==> config.mk <==
export PLATFORM = sky130hd
export DESIGN_NAME = ram_rd_stream
export DESIGN_NICKNAME = d
export VERILOG_FILES = /design/src/rtl/ram_rd_stream.sv
export SDC_FILE = /design/constraint.sdc
export NUM_CORES = 1
export LEC_CHECK = 0
export ABC_AREA = 1
export BUFFER_PORTS_ARGS = -buffer_cell sky130_fd_sc_hd__buf_2
export CAP_MARGIN = 15
export CORE_ASPECT_RATIO = 0.5
export CORE_MARGIN = 1.5
export CORE_UTILIZATION = 25
export CTS_BUF_LIST = sky130_fd_sc_hd__clkbuf_16
export CTS_CLUSTER_DIAMETER = 100
export DETAILED_ROUTE_END_ITERATION = 8
export SETUP_SLACK_MARGIN = 0.2
export SYNTH_ARGS = -nofsm -noshare
export SYNTH_HDL_FRONTEND = slang
export SYNTH_SLANG_ARGS = --single-unit
==> constraint.sdc <==
create_clock -name clk -period 2.1 [get_ports clk]
set_clock_uncertainty 0.15 [all_clocks]
set_input_delay 0.105 -clock clk [delete_from_list [all_inputs] [get_ports clk]]
set_output_delay 0.105 -clock clk [all_outputs]
set_load 0.05 [all_outputs]
==> src/rtl/ram_rd_stream.sv <==
// Burst read master for a single-cycle-latency RAM port. Issued words are
// credit-limited against a 4-entry output FIFO and delivered on a valid/ready stream.
module ram_rd_stream #(
  parameter int Word_Width = 32,
  parameter int Addr_Width = 8
) (
  input  logic                  clk,
  input  logic                  rst,
  input  logic                  start_i,
  input  logic [Addr_Width-1:0] base_i,
  input  logic [Addr_Width:0]   len_i,
  output logic                  busy_o,
  output logic                  done_o,
  output logic                  cen_o,
  output logic                  oen_o,
  output logic                  wen_o,
  output logic [Addr_Width-1:0] addr_o,
  input  logic [Word_Width-1:0] data_i,
  output logic [Word_Width-1:0] data_o,
  output logic                  valid_o,
  input  logic                  ready_i,
  output logic                  last_o,
  output logic [1:0]            dbg_state
);

  // Stream handshake: a word transfers in any cycle where valid_o & ready_i;
  // once valid_o is high, data_o/last_o hold until that transfer happens.

  typedef enum logic [1:0] {
    IDLE  = 2'd0,
    READ  = 2'd1,
    FLUSH = 2'd2
  } state_t;

  state_t state, state_nxt;

  logic [Addr_Width-1:0] addr_cnt;
  logic [Addr_Width:0]   remaining;
  logic                  cap_vld;
  logic                  cap_last;
  logic [Word_Width-1:0] fifo_data [4];
  logic [3:0]            fifo_last;
  logic [1:0]            wr_ptr;
  logic [1:0]            rd_ptr;
  logic [2:0]            occ;
  logic [3:0]            credit_used;
  logic                  issue;
  logic                  push;
  logic                  pop;
  logic                  last_pop;
  logic                  start_ok;

  // cap_vld is the single read in flight: issued last cycle, written this cycle.
  assign credit_used = {1'b0, occ} + {3'b000, cap_vld};
  assign start_ok    = (state == IDLE) && start_i;
  assign push        = cap_vld;
  assign valid_o     = (occ != 3'd0);
  assign pop         = valid_o && ready_i;
  assign last_pop    = pop && fifo_last[rd_ptr];
  assign data_o      = valid_o ? fifo_data[rd_ptr] : '0;
  assign last_o      = valid_o && fifo_last[rd_ptr];
  assign addr_o      = addr_cnt;
  assign wen_o       = 1'b1;
  assign dbg_state   = state;

  always_ff @(posedge clk) begin
    if (rst) state <= IDLE;
    else     state <= state_nxt;
  end

  always_comb begin
    state_nxt = state;
    case (state)
      IDLE:    if (start_i && (len_i != '0)) state_nxt = READ;
      READ:    if (issue && (remaining == 1)) state_nxt = FLUSH;
      FLUSH:   if (last_pop) state_nxt = IDLE;
      default: state_nxt = IDLE;
    endcase
  end

  always_comb begin
    busy_o = (state != IDLE);
    oen_o  = !busy_o;
    issue  = (state == READ) && (remaining != '0) && (credit_used < 4'd4);
    cen_o  = !issue;
  end

  always_ff @(posedge clk) begin
    if (rst) begin
      addr_cnt  <= '0;
      remaining <= '0;
      cap_vld   <= 1'b0;
      cap_last  <= 1'b0;
      fifo_last <= '0;
      wr_ptr    <= '0;
      rd_ptr    <= '0;
      occ       <= '0;
      done_o    <= 1'b0;
    end else begin
      done_o <= (start_ok && (len_i == '0)) || ((state == FLUSH) && last_pop);
      if (start_ok) begin
        addr_cnt  <= base_i;
        remaining <= len_i;
      end else if (issue) begin
        addr_cnt  <= addr_cnt + 1'b1;
        remaining <= remaining - 1'b1;
      end
      cap_vld  <= issue;
      cap_last <= issue && (remaining == 1);
      if (push) begin
        fifo_last[wr_ptr] <= cap_last;
        wr_ptr            <= wr_ptr + 2'd1;
      end
      if (pop) rd_ptr <= rd_ptr + 2'd1;
      occ <= occ + {2'b00, push} - {2'b00, pop};
    end
  end

  // Payload storage needs no reset; data_o is masked by valid_o.
  always_ff @(posedge clk) begin
    if (push) fifo_data[wr_ptr] <= data_i;
  end

endmodule
==> metrics.yaml, run 1 <==
power_and_ir_drop:
  comb_power_share_pct: 44.5
  p_leak_nw: 3.68
  p_switching_w: 0.00496
  switching_share_pct: 40.9
  peakVddDrop_uv: 598
  p_seq_share_pct: 31.4
  power_density_mw_per_mm2: 1250
  p_int_w: 0.00717
  clkPwrFrac_pct: 24.1
placed_design:
  place.gp.congestion: 0.810
  hpwl_um: 10300
  dpl.cell_count: 1158
  portBuffers: 100
  place_ws_ps: 57.1
route:
  dr.pass1.iters: 5
  postRouteAntennaNets: 0
  vias: 5369
  viasPerCell: 4.27
  drcViolationCount: 0
  dr.first_iter.drc_count: 323
  wl_per_cell_um: 14.1
  wirelength_um: 17700
final_layout:
  drive_above_1_share_pct: 27.0
  multi_input_area_mm2: 0.00240
  area_growth_syn_to_layout_pct: 37.2
  diodes: 0
  nFillCells: 2781
  seq_area_mm2: 0.00456
  instances_no_fill: 1257
  fin_nets: 927
clock_tree:
  tritoncts: "yes"
  cts_inserted_buffers: 17
  clkLatencyLatePin_ps: 420
  root_buffer: "clkbuf_16"
  clock-sinks: 163
  clk_path_buf_depth: 2
  h-tree-depth: 4
  path_clk_slew_ps: 60
logic_synthesis:
  syn_inst: 694
  yosys_warnings: 0
  synth-seq-cells: 163
  synth_area_mm2: 0.00709
  yosysUniqueCellTypes: 37
  seq_area_frac_synth_pct: 64.1
  syn_nets: 759
  synth_area_per_cell_um2: 10.2
  synth-main-ff-cell: "edfxtp_1"
  synth_edf_count: 128
  ys_async_sr_fraction_pct: 0
min_path:
  hold_start: "data_i[21]"
  worstHoldPathType: "input port to flip-flop"
sta:
  setup_violations: 0
  hold_viol_final: 0
  worst_pin_slew_ps: 522
  maxSlewHeadroom_pct: 65.1
  worst_slack_ps: 90.6
  finalCritPeriodShare_pct: 95.7
  holdWs_ps: 285
  setup_tns_ps: 0
  post-route-min-period_ps: 2010
  rsz0062_at_grt: "true"
  slew_violations: 0
  max_freq_mhz: 498
worst_setup_path:
  cp-start-kind: "flip-flop"
  cp_max_fo: 2
  cp.required_ps: 2240
  crit_chain: "nor3_4 -> inv_4 -> nand2_4 -> inv_4 -> ha_4 -> inv_2 -> ha_4 -> inv_2 -> fa_2 -> xnor2_2 -> nor2_1"
  r2r_start: "occ[2]"
  cp-startpoint: "occ[2]"
  slowest_delay_ps: 350
  setup.worst_path.class: "flip-flop to flip-flop"
  crit_arrival_ps: 2140
  crit_family: "adder cells"
  critPathSlowestCell: "dfxtp_4"
  crit_buf_inv: 4
  critPathCaptureType: "flip-flop"
die:
  initial_core_util_pct: 25.5
  core-area_mm2: 0.0278
  dieArea_mm2: 0.0295
  dieWidth_um: 241
  rows: 43
  io-pin-count: 102
  die_h_um: 122
global_route:
  grt-ovfl-total: 0
  grt_max_degree: 35
  grt_pass1_wl_um: 27000
  grt_usage_pct: 12.1
  grt_pass1_vias: 5206
  antenna_found_initial: 0
job:
  drv_cap: 0
run_status:
  status: "complete, no violations"
==> power by group through the flow <==
stage	clock, W	sequential, W	combinational (W)
after floorplan	0	0.00390	0.00328
after global placement	0	0.00386	0.00439
after CTS	0.00301	0.00380	0.00511
after detailed placement	0	0.00387	0.00443
final	0.00293	0.00381	0.00539
after global routing	0.00314	0.00383	0.00577
==> routing by layer <==
layer | global-route usage, % | vias to the layer above | routed length (um)
li1 | - | 2694 | -
met1 | 14.4 | 2560 | 7560
met2 | 21.7 | 101 | 9260
met3 | 2.95 | 14 | 674
met4 | 3.52 | 0 | 187
met5 | 0 | - | 0
==> metrics by stage <==
step | utilization (%) | instance area [um2] | total power (W)
3_5_place_dp | 29.6 | 8240 | 0.00830
5_1_grt | 35.0 | 9730 | 0.0127
3_3_place_gp | 29.6 | 8240 | 0.00824
2_1_floorplan | - | 7240 | 0.00718
6_report | 35.0 | 9730 | 0.0121
4_1_cts | 34.3 | 9530 | 0.0119
==> worst register-to-register path: cells and delay by family (launching register included) <==
family | cells | cell delay, ps
simple gates | 3 | 360
buf+inv | 4 | 190
xor+xnor | 1 | 170
flops | 1 | 350
fa+ha+maj | 3 | 670
==> kinds of logic (layout without fill, tap and decap cells) <==
kind of cell             Yosys count  after routing  share of synthesized area [%]
other                              1              1                         0.0529
flip-flops                       163            163                           64.1
buffers and inverters             75            256                           4.74
AND/OR/NAND/NOR                  298            298                           17.9
XOR/XNOR                           5              5                          0.618
adder cells (fa/ha/maj)           12             12                           2.22
AO/OA/AOI/OAI                    140            140                           10.4
==> layout by cell type (no fill, tap or decap), types with 3 or more instances in the layout <==
| cell | Yosys | layout |
|---|---|---|
| nor2_1 | 166 | 161 |
| edfxtp_1 | 128 | 128 |
| nand2_1 | 84 | 84 |
| buf_2 | 7 | 69 |
| dlygate4sd3_1 | 0 | 53 |
| o21ai_0 | 77 | 42 |
| o21ai_1 | 6 | 40 |
| a21oi_2 | 7 | 36 |
| buf_4 | 3 | 36 |
| inv_1 | 31 | 30 |
| dfxtp_1 | 35 | 29 |
| nand3_1 | 27 | 27 |
| clkbuf_16 | 0 | 19 |
| a21oi_1 | 47 | 18 |
| buf_6 | 1 | 10 |
| ha_1 | 11 | 9 |
| buf_12 | 1 | 9 |
| inv_2 | 6 | 7 |
| nand3_2 | 6 | 6 |
| inv_6 | 0 | 5 |
| clkinv_1 | 3 | 4 |
| nor2_2 | 1 | 4 |
| nor2_4 | 1 | 3 |
| nand4_1 | 3 | 3 |
| dfxtp_4 | 0 | 3 |
| dfxtp_2 | 0 | 3 |
| buf_8 | 1 | 3 |
==> registers in the layout, summed over array words and instances, names as in the netlist, named ones only <==
signal,flops
fifo_data,128
remaining,9
addr_o,8
fifo_last,4
occ,3
dbg_state,2
rd_ptr,2
wr_ptr,2
cap_last,1
cap_vld,1
done_o,1
==> synthesized netlist by cell type, types with 3 or more instances <==
library cell | n | area (um2)
a21oi_1 | 47 | 235
a21oi_2 | 7 | 61.3
buf_1 | 5 | 18.8
buf_2 | 7 | 35.0
buf_4 | 3 | 22.5
clkbuf_1 | 17 | 63.8
clkinv_1 | 3 | 11.3
dfxtp_1 | 35 | 701
edfxtp_1 | 128 | 3840
ha_1 | 11 | 138
inv_1 | 31 | 116
inv_2 | 6 | 22.5
nand2_1 | 84 | 315
nand2_2 | 3 | 18.8
nand3_1 | 27 | 135
nand3_2 | 6 | 60.1
nand4_1 | 3 | 18.8
nor2_1 | 166 | 623
o21ai_0 | 77 | 385
o21ai_1 | 6 | 30.0
xnor2_1 | 3 | 26.3
==> path summary, 6_finish.rpt <==
check | to | depth (start not counted) | slack (ps)
worst max-delay path | occ[2] | 11 | 90
worst min-delay path | fifo_data[1][21] | 2 | 280
worst max register to register | occ[2] | 11 | 90
worst min register to register | remaining[1] | 2 | 340
==> area by class of cell <==
| type | count | area share (%) |
|---|---|---|
| flip-flops and latches | 163 | 46.8 |
| inverters | 40 | 1.59 |
| repair buffers | 184 | 16.3 |
| multi-input cells | 456 | 24.6 |
| well taps | 382 | 4.91 |
| clock inverters | 15 | 1.35 |
| clock buffers | 17 | 4.37 |
==> timing repair <==
item                                   4_1_cts  5_1_grt
buffers inserted                             6        4
gates resized for setup                     60       49
endpoints found under the hold margin      151        0
setup endpoints to repair                   36       50
cloned                                       1        3
hold buffers                                53        0
pin swaps                                    7       10
No activity file was read; power rests on OpenSTA's default activity.
==> inputs of run 2 (changes only) <==
RECOVER_POWER = 50   (was default)
==> run 2 against run 1 <==
Effect of this change: die area stayed put; sequential share of layout area grew 0.46 points; combinational power hardly changed; final area shrank 0.96%; final cell count unchanged; core utilization shrank 0.34 points; worst hold slack gained 48 ps; setup slack worse by 1.3 ps; maximum frequency is essentially flat; register-to-register slack about the same; total power decreased by 0.23%; first-iteration DRC count increased by 0.93%; highest routed layer unchanged.
==> metrics.yaml, run 2 (synthesis results as in run 1) <==
run_status:
  status: "complete, no violations"
placed_design:
  hpwl_um: 10300
  dpl.cell_count: 1158
  portBuffers: 100
  place.gp.congestion: 0.810
  place_ws_ps: 57.1
  placed_area_mm2: 0.00824
worst_setup_path:
  setup.worst_path.class: "flip-flop to flip-flop"
  cp-start-kind: "flip-flop"
  crit_arrival_ps: 2150
  critPathCaptureType: "flip-flop"
  crit_chain: "nor3_4 -> inv_4 -> nand2_4 -> inv_4 -> ha_4 -> inv_2 -> ha_4 -> inv_2 -> fa_2 -> xnor2_2 -> nor2_1"
  crit_buf_inv: 4
  crit_family: "adder cells"
  critPathSlowestCell: "dfxtp_4"
  cp.required_ps: 2230
  slowest_delay_ps: 350
  cp_max_fo: 2
final_layout:
  final_common_cell: "nor2_1"
  utilization_pct: 34.7
  drive_above_1_share_pct: 22.1
  fin_nets: 927
  final_cell_mix: "nor2_1 (161), edfxtp_1 (128), nand2_1 (84)"
  instances_no_fill: 1257
  top_register: "fifo_data"
  final_area_mm2: 0.00964
  largest_register_ffs: 128
  diodes: 0
  area_growth_syn_to_layout_pct: 35.9
sta:
  slew_violations: 0
  finalCritPeriodShare_pct: 95.7
  max_freq_mhz: 497
  post-route-min-period_ps: 2010
  worst_slack_ps: 89.3
  maxSlewHeadroom_pct: 58.2
  setup_violations: 0
  worst_pin_slew_ps: 629
  rsz0062_at_grt: "true"
  hold_viol_final: 0
clock_tree:
  cts_inserted_buffers: 17
  tritoncts: "yes"
  clock-sinks: 163
  clk_path_buf_depth: 2
  h-tree-depth: 4
  root_buffer: "clkbuf_16"
  path_clk_slew_ps: 60
  clkLatencyLatePin_ps: 420
die:
  rows: 43
  dieArea_mm2: 0.0295
  dieWidth_um: 241
  die_h_um: 122
  core-area_mm2: 0.0278
  io-pin-count: 102
  initial_core_util_pct: 25.5
global_route:
  antenna_found_initial: 0
  grt_max_degree: 35
  grt_pass1_wl_um: 27000
  grt_pass1_vias: 5206
  grt_usage_pct: 12.1
  grt-ovfl-total: 0
power_and_ir_drop:
  power_w: 0.0121
  power_density_mw_per_mm2: 1250
  p_leak_nw: 3.53
  peakVddDrop_uv: 596
min_path:
  worstHoldPathType: "input port to flip-flop"
route:
  dr.pass1.iters: 4
  postRouteAntennaNets: 0
  drcViolationCount: 0
  wl_per_cell_um: 14.0
  viasPerCell: 4.24
  vias: 5335
  wirelength_um: 17600
  dr.first_iter.drc_count: 326
job:
  drv_cap: 0
run 2: cell count changes in the layout (fill, tap and decap cells not counted):
cell      change
buf_12        -3
buf_2        -43
buf_4         -1
clkbuf_1     +43
clkbuf_2      +1
clkbuf_4      +3
run 2: worst paths after layout:
check / from / to / slack (ps) / depth (start not counted)
hold / removal: data_i[15] / fifo_data[1][15] / 330 / 2
setup / recovery: occ[2] / occ[2] / 90 / 11
hold reg to reg: remaining[1] / remaining[1] / 350 / 2
setup reg to reg: occ[2] / occ[2] / 90 / 11
run 2: cell type report:
type | instances | area (um2)
Timing Repair Buffer | 184 | 1500
Multi-Input combinational cell | 456 | 2400
Tap cell | 382 | 478
Fill cell | 2797 | 18200
Clock buffer | 17 | 425
Clock inverter | 15 | 131
Sequential cell | 163 | 4560
Inverter | 40 | 155
run 2: repair_timing:
action	4_1_cts	5_1_grt
hold buffers	53	0
buffers inserted	6	4
gates cloned	1	3
gates resized for setup	60	49
endpoints found under the setup margin	36	50
hold endpoints to repair	151	0
pin swaps	7	10
run 2: power by group:
part           switching (W)  leakage, nW  internal [W]
Combinational        0.00353         1.81       0.00184
Sequential          0.000140         1.44       0.00367
Clock                0.00128        0.281       0.00164
run 2: metrics by stage:
| step | hold slack (ps) | TNS [ps] |
|---|---|---|
| after floorplan | 24.1 | -74.2 |
| after global placement | 167 | 0 |
| after detailed placement | 172 | 0 |
| after CTS | 258 | 0 |
| after global routing | 322 | -28.4 |
| final | 333 | 0 |
run 2: layer usage:
metal  global-route usage, %  vias up  share of wire [%]
li1                        -     2693                  -
met1                    14.4     2544                 44
met2                    21.7       86                 52
met3                    2.95       12                2.8
met4                    3.52        0               0.98
met5                       0        -                  0
